**config.mk**
```make
export PLATFORM = sky130hd
export DESIGN_NAME = fetch_unit_flat
export DESIGN_NICKNAME = d
export VERILOG_FILES = /design/src/rtl/fetch_if.sv /design/src/rtl/fetch_unit.sv /design/src/flat_wrapper.sv
export SDC_FILE = /design/constraint.sdc
export NUM_CORES = 1
export LEC_CHECK = 0
export BUFFER_PORTS_ARGS = -buffer_cell sky130_fd_sc_hd__buf_4
export CAP_MARGIN = 5
export CORE_MARGIN = 1
export CORE_UTILIZATION = 50
export CTS_BUF_LIST = sky130_fd_sc_hd__clkbuf_8 sky130_fd_sc_hd__clkbuf_16
export CTS_CLUSTER_SIZE = 28
export DETAILED_ROUTE_END_ITERATION = 12
export MAX_ROUTING_LAYER = met4
export PLACE_DENSITY = 0.82
export SYNTH_ARGS = -nofsm -noshare
export SYNTH_HDL_FRONTEND = slang
export SYNTH_SLANG_ARGS = --single-unit
```
**constraint.sdc**
```tcl
create_clock -name clk_i -period 2.9 [get_ports clk_i]
set_input_delay 0.58 -clock clk_i [delete_from_list [all_inputs] [get_ports clk_i]]
set_output_delay 0.58 -clock clk_i [all_outputs]
set_load 0.05 [all_outputs]
```
**src/rtl/fetch_if.sv**
```systemverilog
// ============================================================================
// Module   : fetch_if
// Brief    : Instruction-bus and decode-side signals of the fetch stage.
// Revision : 1.0 - initial release
// ============================================================================
`default_nettype none

interface fetch_if;
  logic        imem_req_o;
  logic [31:0] imem_addr_o;
  logic        imem_ack_i;
  logic [31:0] imem_data_i;
  logic        stall_i;
  logic        redirect_i;
  logic [31:0] redirect_pc_i;
  logic [31:0] instr_o;
  logic [31:0] pc_o;
  logic        instr_valid_o;

  modport master (
    output imem_req_o, imem_addr_o, instr_o, pc_o, instr_valid_o,
    input  imem_ack_i, imem_data_i, stall_i, redirect_i, redirect_pc_i
  );

  modport slave (
    input  imem_req_o, imem_addr_o, instr_o, pc_o, instr_valid_o,
    output imem_ack_i, imem_data_i, stall_i, redirect_i, redirect_pc_i
  );
endinterface

`default_nettype wire

```
**src/rtl/fetch_unit.sv**
```systemverilog
// ============================================================================
// Module   : fetch_unit
// Brief    : PC owner and instruction fetch with skid buffer and redirects.
// Revision : 1.0 - initial release
// ============================================================================
`default_nettype none

module fetch_unit #(
  parameter logic [31:0] RESET_PC = 32'h00010000
) (
  input  wire logic clk_i,
  input  wire logic rst_ni,
  fetch_if.master   bus
);

  typedef enum logic [1:0] {
    ST_IDLE  = 2'd0,
    ST_FETCH = 2'd1,
    ST_HOLD  = 2'd2,
    ST_FLUSH = 2'd3
  } state_t;

  localparam logic [31:0] C_RESET_ADDR = RESET_PC & ~32'h3;

  state_t      r_state;
  logic [31:0] req_addr_q;
  logic [31:0] tgt_q;
  logic [31:0] r_instr;
  logic [31:0] r_pc;
  logic        r_valid;
  logic [31:0] skid_instr;
  logic [31:0] skid_pc;
  logic        skid_valid;

  logic        w_out_free;
  logic [31:0] w_redirect_tgt;

  assign w_out_free     = !r_valid || !bus.stall_i;
  assign w_redirect_tgt = bus.redirect_pc_i & ~32'h3;

  // Request is a pure decode of the state register, never of the ack.
  assign bus.imem_req_o    = (r_state == ST_FETCH) || (r_state == ST_FLUSH);
  assign bus.imem_addr_o   = req_addr_q;
  assign bus.instr_o       = r_instr;
  assign bus.pc_o          = r_pc;
  assign bus.instr_valid_o = r_valid;

  always_ff @(posedge clk_i or negedge rst_ni) begin
    if (!rst_ni) begin
      r_state    <= ST_IDLE;
      req_addr_q <= C_RESET_ADDR;
      tgt_q      <= 32'h0;
      r_instr    <= 32'h0;
      r_pc       <= 32'h0;
      r_valid    <= 1'b0;
      skid_instr <= 32'h0;
      skid_pc    <= 32'h0;
      skid_valid <= 1'b0;
    end else if (bus.redirect_i) begin
      r_valid    <= 1'b0;
      skid_valid <= 1'b0;
      case (r_state)
        ST_FETCH: begin
          // Without an ack the old request must finish before the new one.
          if (bus.imem_ack_i) begin
            req_addr_q <= w_redirect_tgt;
          end else begin
            tgt_q   <= w_redirect_tgt;
            r_state <= ST_FLUSH;
          end
        end
        ST_FLUSH: begin
          tgt_q <= w_redirect_tgt;
          if (bus.imem_ack_i) begin
            req_addr_q <= w_redirect_tgt;
            r_state    <= ST_FETCH;
          end
        end
        default: begin
          req_addr_q <= w_redirect_tgt;
          r_state    <= ST_FETCH;
        end
      endcase
    end else begin
      if (!bus.stall_i) begin
        r_valid <= 1'b0;
      end
      case (r_state)
        ST_IDLE: begin
          r_state <= ST_FETCH;
        end
        ST_FETCH: begin
          if (bus.imem_ack_i) begin
            req_addr_q <= req_addr_q + 32'd4;
            if (w_out_free) begin
              r_instr <= bus.imem_data_i;
              r_pc    <= req_addr_q;
              r_valid <= 1'b1;
            end else begin
              skid_instr <= bus.imem_data_i;
              skid_pc    <= req_addr_q;
              skid_valid <= 1'b1;
              r_state    <= ST_HOLD;
            end
          end
        end
        ST_HOLD: begin
          if (!bus.stall_i) begin
            r_instr    <= skid_instr;
            r_pc       <= skid_pc;
            r_valid    <= skid_valid;
            skid_valid <= 1'b0;
            r_state    <= ST_FETCH;
          end
        end
        ST_FLUSH: begin
          if (bus.imem_ack_i) begin
            req_addr_q <= tgt_q;
            r_state    <= ST_FETCH;
          end
        end
        default: begin
          r_state <= ST_IDLE;
        end
      endcase
    end
  end

endmodule

`default_nettype wire

```
**src/flat_wrapper.sv**
```systemverilog
// flat-port wrapper written by rule: the top's interface ports become plain ports
module fetch_unit_flat 
#(
  parameter logic [31:0] RESET_PC = 32'h00010000
)
  (clk_i, rst_ni, bus_imem_req_o, bus_imem_addr_o, bus_instr_o, bus_pc_o, bus_instr_valid_o, bus_imem_ack_i, bus_imem_data_i, bus_stall_i, bus_redirect_i, bus_redirect_pc_i);
  fetch_if bus_i ();
  input  wire logic clk_i;
  input  wire logic rst_ni;
  output wire logic [$bits(bus_i.imem_req_o)-1:0] bus_imem_req_o;
  output wire logic [$bits(bus_i.imem_addr_o)-1:0] bus_imem_addr_o;
  output wire logic [$bits(bus_i.instr_o)-1:0] bus_instr_o;
  output wire logic [$bits(bus_i.pc_o)-1:0] bus_pc_o;
  output wire logic [$bits(bus_i.instr_valid_o)-1:0] bus_instr_valid_o;
  input wire logic [$bits(bus_i.imem_ack_i)-1:0] bus_imem_ack_i;
  input wire logic [$bits(bus_i.imem_data_i)-1:0] bus_imem_data_i;
  input wire logic [$bits(bus_i.stall_i)-1:0] bus_stall_i;
  input wire logic [$bits(bus_i.redirect_i)-1:0] bus_redirect_i;
  input wire logic [$bits(bus_i.redirect_pc_i)-1:0] bus_redirect_pc_i;
  assign bus_imem_req_o = bus_i.imem_req_o;
  assign bus_imem_addr_o = bus_i.imem_addr_o;
  assign bus_instr_o = bus_i.instr_o;
  assign bus_pc_o = bus_i.pc_o;
  assign bus_instr_valid_o = bus_i.instr_valid_o;
  assign bus_i.imem_ack_i = bus_imem_ack_i;
  assign bus_i.imem_data_i = bus_imem_data_i;
  assign bus_i.stall_i = bus_stall_i;
  assign bus_i.redirect_i = bus_redirect_i;
  assign bus_i.redirect_pc_i = bus_redirect_pc_i;
  fetch_unit #(.RESET_PC(RESET_PC)) u_core (.clk_i(clk_i), .rst_ni(rst_ni), .bus(bus_i));
endmodule
```
==> impl_metrics.py, run 1 <==
metrics = {
    "status": {
        "status": "finished clean",
    },
    "worst_setup_path": {
        "crit_path_start_kind": "flop",
        "slowest_delay_ps": 430,
        "r2r-end": "u_core.bus.imem_addr_o[30]",
        "r2r-start": "u_core.bus.imem_addr_o[2]",
        "crit_buf_inv": 3,
        "cp_max_fo": 8,
        "crit_chain": "inv_1 > ha_1 > nor2_1 > inv_1 > buf_4",
        "cpMaxStageDelayCell": "dfrtp_1",
        "critical_path.endpoint_type": "primary output",
        "worstPathRequired_ps": 2320,
        "r2r_cells": 6,
        "cp.arrival_ps": 1930,
        "cp_common_cell": "inv_1",
        "crit_family": "buffers and inverters",
        "crit_type": "reg2out",
        "r2r_slack_ps": 550,
    },
    "yosys": {
        "ys_seq_area_frac": 0.530,
        "synth_edf_count": 0,
        "ys_types": 59,
        "syn_inst": 818,
        "ys_ff_latch": 188,
        "syn_area_mm2": 0.00888,
        "synth_warnings": 0,
        "ys.flop_type": "dfrtp_1",
        "async_flop_share": 1.00,
        "syn_avg_cell_area_um2": 10.9,
    },
    "die": {
        "rows": 48,
        "core-area_mm2": 0.0173,
        "ios": 167,
        "fp.dieW_um": 135,
        "die_area_mm2": 0.0183,
        "initial_core_util": 0.513,
        "die_y_um": 135,
    },
    "timing": {
        "finalClockSkew_ps": 6.85,
        "worst_slack_ps": 385,
        "setup_violations": 0,
        "final.period_utilization": 0.867,
        "clock.fmax_ghz": 0.398,
        "whs_ps": 116,
        "worstMarginPinSlew_ps": 599,
        "rsz0062_at_grt": "no",
        "drv_slew": 0,
        "hold_viol_final": 0,
        "setup_tns_ps": 0,
        "slew_headroom": 0.598,
        "post-route-min-period_ps": 2510,
    },
    "clocking": {
        "cts_resized": 0,
        "cts_root_buf": "clkbuf_16",
        "h-tree-depth": 4,
        "postCtsSetupBuffers": 0,
        "clock_sinks": 188,
        "cts_hold_buf": 0,
        "path_clk_slew_ps": 70,
        "cts-buffers-inserted": 17,
        "clock_latency_ps": 430,
        "cts.path.max_buffers": 2,
        "tritoncts": "built",
    },
    "cells_and_area": {
        "syn2layout_area_growth_pct": 23.6,
        "fillers": 1392,
        "diodes": 0,
        "fin_nets": 1036,
        "drive_gt1_frac": 0.317,
    },
    "global_route": {
        "antenna_found_initial": 0,
        "grt_max_degree": 125,
        "grt_pass1_wl_mm": 33.5,
        "grt_pass1_vias": 6519,
        "overflow": 0,
        "grtUsageTotal": 0.243,
    },
    "placed_design": {
        "port_buffers": 160,
        "post-dp-hpwl_mm": 14.7,
        "gp_congestion": 0.912,
        "pre_cts_ws_ps": 643,
    },
    "power": {
        "powerDensity_mw_per_mm2": 1320,
        "netSwitchingPower_mw": 6.70,
        "clockPowerShare": 0.162,
        "ir_drop_uv": 804,
        "p_int_mw": 7.80,
        "p_leak_nw": 4.84,
        "p_seq_frac": 0.332,
        "swShare": 0.462,
        "pwr-share-comb": 0.506,
    },
    "route": {
        "vias_per_cell": 5.73,
        "drt_iter0_markers": 479,
        "drc": 0,
        "routed_wl_mm": 21.2,
        "ant_nets": 0,
        "vias": 6866,
        "dr.pass1.iters": 7,
        "wl_per_cell_um": 17.6,
    },
    "flow_run": {
        "max_cap_violations": 0,
    },
    "worst_hold_path": {
        "hold_path.class": "in2async",
    },
}
==> worst max path at each step <==
stage | from | to | slack [ps] | depth (start not counted)
6_report | u_core.r_state[1] | bus_imem_req_o | 390 | 5
5_1_grt | u_core.r_state[1] | bus_imem_req_o | 230 | 5
4_1_cts | u_core.r_state[1] | bus_imem_req_o | 400 | 5
3_5_place_dp | u_core.r_state[1] | u_core.tgt_q[25] | 640 | 7
3_3_place_gp | u_core.bus.imem_addr_o[2] | u_core.bus.imem_addr_o[30] | 660 | 6
2_1_floorplan | u_core.bus.imem_addr_o[18] | u_core.bus.imem_addr_o[23] | 700 | 6
==> final cells by class <==
| cell class | instances | area (um^2) | area share |
|---|---|---|---|
| well taps | 225 | 282 | 0.0256 |
| multi-input cells | 557 | 3900 | 0.355 |
| clock buffers | 18 | 439 | 0.0400 |
| flip-flops and latches | 188 | 4710 | 0.429 |
| repair buffers | 184 | 1450 | 0.132 |
| clock inverters | 13 | 151 | 0.0138 |
| inverters | 14 | 52.6 | 0.00479 |
==> cell usage after synthesis, types with 2 or more instances <==
| library cell | n | area, um^2 |
|---|---|---|
| a21oi_1 | 87 | 435 |
| buf_1 | 15 | 56.3 |
| o22ai_1 | 5 | 31.3 |
| o21ai_1 | 4 | 20.0 |
| nand2b_1 | 4 | 25.0 |
| o22a_1 | 2 | 17.5 |
| a221oi_1 | 7 | 61.3 |
| o211ai_1 | 5 | 37.5 |
| and3_1 | 12 | 75.1 |
| and2_1 | 3 | 18.8 |
| or3_1 | 3 | 18.8 |
| and4_1 | 4 | 35.0 |
| buf_2 | 15 | 75.1 |
| nor2_1 | 92 | 345 |
| dfrtp_1 | 187 | 4680 |
| nor2b_1 | 3 | 18.8 |
| clkbuf_1 | 26 | 97.6 |
| a222oi_1 | 2 | 20.0 |
| mux2i_1 | 65 | 651 |
| o221ai_1 | 4 | 35.0 |
| ha_1 | 5 | 62.6 |
| nor4_1 | 8 | 50.1 |
| mux2_2 | 85 | 957 |
| xnor2_1 | 19 | 166 |
| nand4_1 | 7 | 43.8 |
| a32o_1 | 2 | 20.0 |
| o21ai_0 | 38 | 190 |
| nor3_1 | 3 | 15.0 |
| buf_4 | 4 | 30.0 |
| a31oi_1 | 4 | 25.0 |
| inv_1 | 13 | 48.8 |
| a211o_1 | 2 | 17.5 |
| nand2_1 | 37 | 139 |
| nand3_1 | 14 | 70.1 |
| nor3_2 | 2 | 20.0 |
| o21a_1 | 2 | 15.0 |
| o31ai_1 | 2 | 15.0 |
| a211oi_1 | 5 | 37.5 |
==> registers in the layout (all words and copies together) (netlist names) <==
register	cells
u_core.bus.instr_o	32
u_core.skid_instr	32
u_core.bus.imem_addr_o	30
u_core.bus.pc_o	30
u_core.skid_pc	30
u_core.tgt_q	30
u_core.r_state	2
u_core.bus.instr_valid_o	1
u_core.skid_valid	1
==> power by group through the flow <==
stage	registers (mW)	logic (mW)	clock network [mW]
2_1_floorplan	6.74	3.08	0
3_3_place_gp	4.76	7.20	0
3_5_place_dp	4.84	7.34	0
4_1_cts	4.80	7.37	2.39
5_1_grt	4.96	7.85	2.48
6_report	4.82	7.35	2.34
==> routing by layer <==
layer  vias to the layer above  wire length (um)  track usage
li1                       3200                 -            -
met1                      3393              9430        0.323
met2                       240             10100        0.377
met3                        33              1220       0.0412
met4                         0               424       0.0849
met5                         -                 0            -
==> cells by family after synthesis <==
group	count (synthesis)	share of synthesized area
buffers and inverters	76	0.0369
adders and majority gates	5	0.00704
and+or+nand+nor	199	0.107
AOI/OAI and AO/OA	179	0.118
DFF	188	0.530
muxes	150	0.181
other	1	0.000422
xor gates and xnor gates	20	0.0197
==> layout by cell type (no fill, tap or decap), types with 7 or more instances in the layout <==
master / n
dfrtp_1: 187
buf_4: 178
nor2_1: 92
a21oi_1: 86
mux2_2: 85
mux2i_1: 65
o21ai_0: 38
nand2_1: 37
xnor2_1: 19
clkbuf_16: 17
inv_1: 16
nand3_1: 13
and3_1: 12
nor4_1: 8
a221oi_1: 7
nand4_1: 7
==> per-stage QoR <==
stage          power (mW)  instances  area [um^2]  utilization
2_1_floorplan        9.83        821         8890            -
3_3_place_gp         12.0       1168        10400        0.601
3_5_place_dp         12.2       1168        10400        0.601
4_1_cts              14.6       1199        11000        0.635
5_1_grt              15.3       1199        11000        0.635
6_report             14.5       1199        11000        0.635
Note: power is estimated with default switching activity, not from simulation.
==> run 2: changes to the inputs <==
--- a/config.mk
+++ b/config.mk
@@ -5,6 +5,7 @@
 export SDC_FILE = /design/constraint.sdc
 export NUM_CORES = 1
 export LEC_CHECK = 0
+export ABC_AREA = 1
 export BUFFER_PORTS_ARGS = -buffer_cell sky130_fd_sc_hd__buf_4
 export CAP_MARGIN = 5
 export CORE_MARGIN = 1
@@ -14,6 +15,8 @@
 export DETAILED_ROUTE_END_ITERATION = 12
 export MAX_ROUTING_LAYER = met4
 export PLACE_DENSITY = 0.82
+export SETUP_SLACK_MARGIN = 0.2
+export SLEW_MARGIN = 20
 export SYNTH_ARGS = -nofsm -noshare
 export SYNTH_HDL_FRONTEND = slang
 export SYNTH_SLANG_ARGS = --single-unit
==> run 2 against run 1 <==
Against the previous run:
- synthesized cell count grew 34%
- sequential power grew 1%
- area after synthesis grew 1.5%
- global-route usage grew 0.68 points
- largest cell class unchanged
- utilization shrank 1.1 points
==> impl_metrics.py, run 2 <==
metrics = {
    "clocking": {
        "path_clk_slew_ps": 60,
        "cts_resized": 0,
        "cts_hold_buf": 0,
        "cts.path.max_buffers": 2,
        "clock_latency_ps": 430,
        "h-tree-depth": 4,
        "clock_sinks": 188,
        "cts-buffers-inserted": 17,
        "postCtsSetupBuffers": 0,
        "tritoncts": "built",
        "cts_root_buf": "clkbuf_16",
    },
    "yosys": {
        "yosysTopAreaCell": "dfrtp_1",
        "syn_area_mm2": 0.00901,
        "synth_top_area_frac": 0.519,
        "syn_inst": 1100,
        "ys_seq_area_frac": 0.522,
        "synth_warnings": 0,
        "ys_types": 32,
        "ys_ff_latch": 188,
        "synth-adder-area-share": 0.00694,
        "synth.most_common_cell": "nand2_1",
        "synth-simple-area-share": 0.227,
        "synthMuxAreaShare": 0.0437,
        "synthTopCellsByCount": "nand2_1, dfrtp_1, nor2_1",
        "yosys.area_share.xor_xnor": 0.00583,
        "synthTopCellsByArea": "dfrtp_1, nand2_1, o21ai_0",
        "ys.flop_type": "dfrtp_1",
        "synth_compound_gate_area_share": 0.126,
        "synth_edf_count": 0,
        "async_flop_share": 1.00,
        "synth_top_family_by_area": "simple AND/OR/NAND/NOR gates",
        "syn_avg_cell_area_um2": 8.19,
    },
    "route": {
        "ant_nets": 0,
        "vias": 7760,
        "dr.pass1.iters": 5,
        "vias_per_cell": 5.29,
        "drc": 0,
        "wl_per_cell_um": 15.0,
        "drt_iter0_markers": 542,
        "routed_wl_mm": 21.9,
    },
    "worst_setup_path": {
        "cp_common_cell": "inv_1",
        "slowest_delay_ps": 410,
        "r2r_cells": 7,
        "cpMaxStageDelayCell": "dfrtp_1",
        "crit_path_start_kind": "flop",
        "r2r-start": "u_core.r_state[0]",
        "cp.arrival_ps": 1720,
        "crit_type": "reg2out",
        "worstPathRequired_ps": 2320,
        "critPathLaunch": "u_core.r_state[1]",
        "critical_path.endpoint_type": "primary output",
        "crit_chain": "inv_1 > ha_1 > inv_1 > nand2_1 > buf_4",
        "cp_max_fo": 6,
    },
    "power": {
        "netSwitchingPower_mw": 6.75,
        "power_mw": 14.1,
        "swShare": 0.477,
        "p_leak_nw": 5.30,
        "p_int_mw": 7.38,
        "p_seq_frac": 0.345,
        "ir_drop_uv": 715,
        "powerDensity_mw_per_mm2": 1300,
        "clockPowerShare": 0.162,
        "pwr-share-comb": 0.493,
    },
    "placed_design": {
        "pre_cts_ws_ps": 507,
        "place_area_mm2": 0.0103,
        "post-dp-hpwl_mm": 14.9,
        "gp_congestion": 0.895,
        "port_buffers": 160,
    },
    "cells_and_area": {
        "syn2layout_area_growth_pct": 20.9,
        "final_cell_mix": "nand2_1, dfrtp_1, buf_4",
        "diodes": 0,
        "drive_gt1_frac": 0.185,
        "fin_area_mm2": 0.0109,
        "mostFrequentLayoutCell": "nand2_1",
        "fin_nets": 1303,
    },
    "timing": {
        "slew_headroom": 0.537,
        "worst_slack_ps": 600,
        "hold_viol_final": 0,
        "setup_violations": 0,
        "setup_tns_ps": 0,
        "worstMarginPinSlew_ps": 695,
        "clock.fmax_ghz": 0.435,
        "final.period_utilization": 0.793,
        "post-route-min-period_ps": 2300,
        "drv_slew": 0,
        "rsz0062_at_grt": "no",
        "finalClockSkew_ps": 7.14,
    },
    "global_route": {
        "grt_pass1_vias": 7183,
        "grt_max_degree": 125,
        "grt_pass1_wl_mm": 35.2,
        "overflow": 0,
        "antenna_found_initial": 0,
        "grtUsageTotal": 0.250,
    },
    "die": {
        "core-area_mm2": 0.0175,
        "rows": 48,
        "ios": 167,
        "fp.dieW_um": 136,
        "die_area_mm2": 0.0186,
        "die_y_um": 136,
        "initial_core_util": 0.516,
    },
    "worst_hold_path": {
        "hold_path.class": "in2async",
    },
    "flow_run": {
        "max_cap_violations": 0,
    },
    "status": {
        "status": "finished clean",
    },
}
[run 2: cells by family (layout without fill, tap and decap cells)]
kind of cell | count (synthesis) | in the layout
other | 1 | 4
AOI/OAI and AO/OA | 208 | 208
DFF | 188 | 188
adders and majority gates | 5 | 5
muxes | 35 | 35
and+or+nand+nor | 518 | 518
buffers and inverters | 139 | 277
xor gates and xnor gates | 6 | 6
[run 2: worst paths after layout]
check | slack [ps] | to
min in group clk_i | 380 | u_core.skid_instr[1]
min | 140 | u_core.tgt_q[2]
min reg2reg | 490 | u_core.skid_pc[13]
max reg2reg | 690 | u_core.bus.instr_o[12]
max | 600 | bus_imem_req_o
max in group asynchronous | 1900 | u_core.tgt_q[18]
[run 2: per-stage QoR]
step	cells	util	hold WS [ps]
5_1_grt	1466	0.624	187
4_1_cts	1466	0.624	167
3_3_place_gp	1435	0.590	465
3_5_place_dp	1435	0.590	473
2_1_floorplan	1103	-	284
6_report	1466	0.624	139
[run 2: per-layer routing]
| metal | track usage | vias up | routed length, um |
|---|---|---|---|
| li1 | - | 3832 | - |
| met3 | 0.0362 | 43 | 1230 |
| met5 | - | - | 0 |
| met2 | 0.382 | 278 | 10100 |
| met1 | 0.337 | 3607 | 10100 |
| met4 | 0.0926 | 0 | 500 |
[run 2: critical path, delay by kind of cell, from the launching register on]
family	cells	cell delay, ps
buf+inv	3	460
simple gates	1	170
fa+ha+maj	1	260
flops	1	410
[run 2: area by class of cell]
cell class              count  area (um^2)
clock inverters            10         98.8
clock buffers              21          480
fillers                  1514         6580
inverters                  73          274
multi-input cells         776         3710
well taps                 225          282
flip-flops and latches    188         4710
repair buffers            173         1340
[run 2: power by group through the flow]
stage | Clock [mW] | Sequential (mW) | Combinational, mW
2_1_floorplan | 0 | 6.91 | 2.83
3_3_place_gp | 0 | 4.85 | 6.82
3_5_place_dp | 0 | 4.90 | 6.96
4_1_cts | 2.31 | 4.86 | 7.00
5_1_grt | 2.41 | 5.05 | 7.57
6_report | 2.29 | 4.88 | 6.97
==> run 3: changes to the inputs <==
--- a/config.mk
+++ b/config.mk
@@ -14,7 +14,7 @@
 export CTS_CLUSTER_SIZE = 28
 export DETAILED_ROUTE_END_ITERATION = 12
 export MAX_ROUTING_LAYER = met4
-export PLACE_DENSITY = 0.82
+export PLACE_DENSITY = 0.85
 export SETUP_SLACK_MARGIN = 0.2
 export SLEW_MARGIN = 20
 export SYNTH_ARGS = -nofsm -noshare
==> constraint.sdc (replaced) <==
create_clock -name clk_i -period 2.1 [get_ports clk_i]
set_input_delay 0.42 -clock clk_i [delete_from_list [all_inputs] [get_ports clk_i]]
set_output_delay 0.42 -clock clk_i [all_outputs]
set_load 0.05 [all_outputs]
==> run 3 against run 2 <==
Against the previous run:
- critical path depth grew 5
- combinational power is 49% higher
- utilization up 2.8 points
- critical endpoint is now u_core.bus.instr_o[3]
- highest routed layer unchanged
==> impl_metrics.py, run 3 (synthesized netlist as in run 2, its figures left out) <==
metrics = {
    "timing": {
        "post-route-min-period_ps": 1870,
        "setup_violations": 0,
        "whs_ps": 209,
        "hold_viol_final": 0,
        "worst_slack_ps": 232,
        "drv_slew": 0,
        "rsz0062_at_grt": "yes",
        "clock.fmax_ghz": 0.535,
        "finalClockSkew_ps": 4.69,
        "final.period_utilization": 0.889,
        "setup_tns_ps": 0,
        "slew_headroom": 0.656,
        "worstMarginPinSlew_ps": 515,
    },
    "worst_setup_path": {
        "slowest_delay_ps": 430,
        "critical_path.endpoint_type": "flop",
        "crit_path_start_kind": "flop",
        "worstPathRequired_ps": 2450,
        "crit_family": "buffers and inverters",
        "crit_chain": "inv_1 > ha_2 > inv_2 > o22ai_4 > nor3_4 > buf_12 > buf_12 > clkbuf_16 > nor2_1 > a31oi_1",
        "crit_buf_inv": 5,
        "cp_max_fo": 17,
        "r2r_slack_ps": 230,
        "crit_type": "reg2reg",
        "cp_common_cell": "buf_12",
        "cpMaxStageDelayCell": "dfrtp_2",
        "cp.arrival_ps": 2220,
    },
    "route": {
        "ant_nets": 0,
        "drt_iter0_markers": 651,
        "vias": 7924,
        "vias_per_cell": 5.31,
        "dr.pass1.iters": 7,
        "wl_per_cell_um": 15.4,
        "drc": 0,
        "routed_wl_mm": 23.0,
    },
    "global_route": {
        "grt_max_degree": 81,
        "grtUsageTotal": 0.254,
        "antenna_found_initial": 0,
        "grt_pass1_wl_mm": 35.6,
        "grt_pass1_vias": 7226,
        "overflow": 0,
    },
    "die": {
        "die_y_um": 136,
        "initial_core_util": 0.516,
        "ios": 167,
        "rows": 48,
        "fp.dieW_um": 136,
        "core-area_mm2": 0.0175,
        "die_area_mm2": 0.0186,
    },
    "clocking": {
        "path_clk_slew_ps": 70,
        "h-tree-depth": 4,
        "tritoncts": "built",
        "cts-buffers-inserted": 17,
        "clock_latency_ps": 420,
        "clock_sinks": 188,
        "cts_root_buf": "clkbuf_16",
        "cts.path.max_buffers": 2,
    },
    "cells_and_area": {
        "fin_area_mm2": 0.0114,
        "syn2layout_area_growth_pct": 26.3,
        "diodes": 0,
        "drive_gt1_frac": 0.215,
        "fin_nets": 1329,
        "final_cell_mix": "nand2_1, dfrtp_1, buf_4",
        "mostFrequentLayoutCell": "nand2_1",
    },
    "power": {
        "p_seq_frac": 0.331,
        "ir_drop_uv": 975,
        "p_int_mw": 10.8,
        "swShare": 0.471,
        "p_leak_nw": 5.50,
        "netSwitchingPower_mw": 9.61,
        "clockPowerShare": 0.162,
        "pwr-share-comb": 0.508,
        "powerDensity_mw_per_mm2": 1790,
    },
    "placed_design": {
        "place_area_mm2": 0.0105,
        "port_buffers": 160,
        "pre_cts_ws_ps": 80.3,
        "post-dp-hpwl_mm": 15.7,
        "gp_congestion": 0.901,
    },
    "flow_run": {
        "max_cap_violations": 0,
    },
    "worst_hold_path": {
        "hold_path.class": "in2reg",
    },
    "status": {
        "status": "finished clean",
    },
}
-- run 3: final cells by class --
class / instances / area [um^2]
tap: 225 / 282
sequential: 188 / 4710
clock buffer: 20 / 467
fill: 1423 / 6100
timing repair buffer: 199 / 1740
inverter: 73 / 277
clock inverter: 12 / 145
multi-input combinational: 776 / 3760
-- run 3: power by group through the flow --
stage	clock network [mW]	logic (mW)	registers, mW
after floorplan	0	3.91	9.55
after global placement	0	9.65	6.66
after detailed placement	0	9.89	6.76
after CTS	3.34	9.99	6.71
after global routing	3.49	11.2	6.95
final	3.30	10.4	6.75
-- run 3: through the flow --
step,util,power [mW],cells
CTS,0.638,20.0,1483
floorplan,-,13.5,1103
finish,0.651,20.4,1493
global route,0.651,21.6,1493
detailed placement,0.601,16.7,1450
global placement,0.601,16.3,1450
-- run 3: worst paths after layout --
kind                                     from                  endpoint  depth (start not counted)
min                            bus_redirect_i  u_core.bus.instr_valid_o                          2
min in group asynchronous              rst_ni           u_core.tgt_q[9]                          2
max reg2reg                 u_core.r_state[0]     u_core.bus.instr_o[3]                         10
max                         u_core.r_state[0]     u_core.bus.instr_o[3]                         10
max in group asynchronous              rst_ni        u_core.skid_pc[30]                          3
min reg2reg                u_core.skid_pc[24]        u_core.skid_pc[24]                          2
-- run 3: repair_timing --
| item | 4_1_cts | 5_1_grt |
|---|---|---|
| gates resized for setup | 7 | 13 |
| cloned | 0 | 5 |
| buffers inserted | 0 | 5 |
| hold endpoints to repair | 11 | 0 |
| hold buffers | 1 | 0 |
| pin swaps | 0 | 2 |
| endpoints found under the setup margin | 57 | 58 |
-- run 3: layer usage --
| layer | vias up | GRT usage | routed length (um) |
|---|---|---|---|
| met4 | 0 | 0.0907 | 500 |
| met1 | 3686 | 0.338 | 9960 |
| met2 | 308 | 0.395 | 11000 |
| li1 | 3887 | - | - |
| met3 | 43 | 0.0365 | 1460 |
| met5 | - | - | 0 |
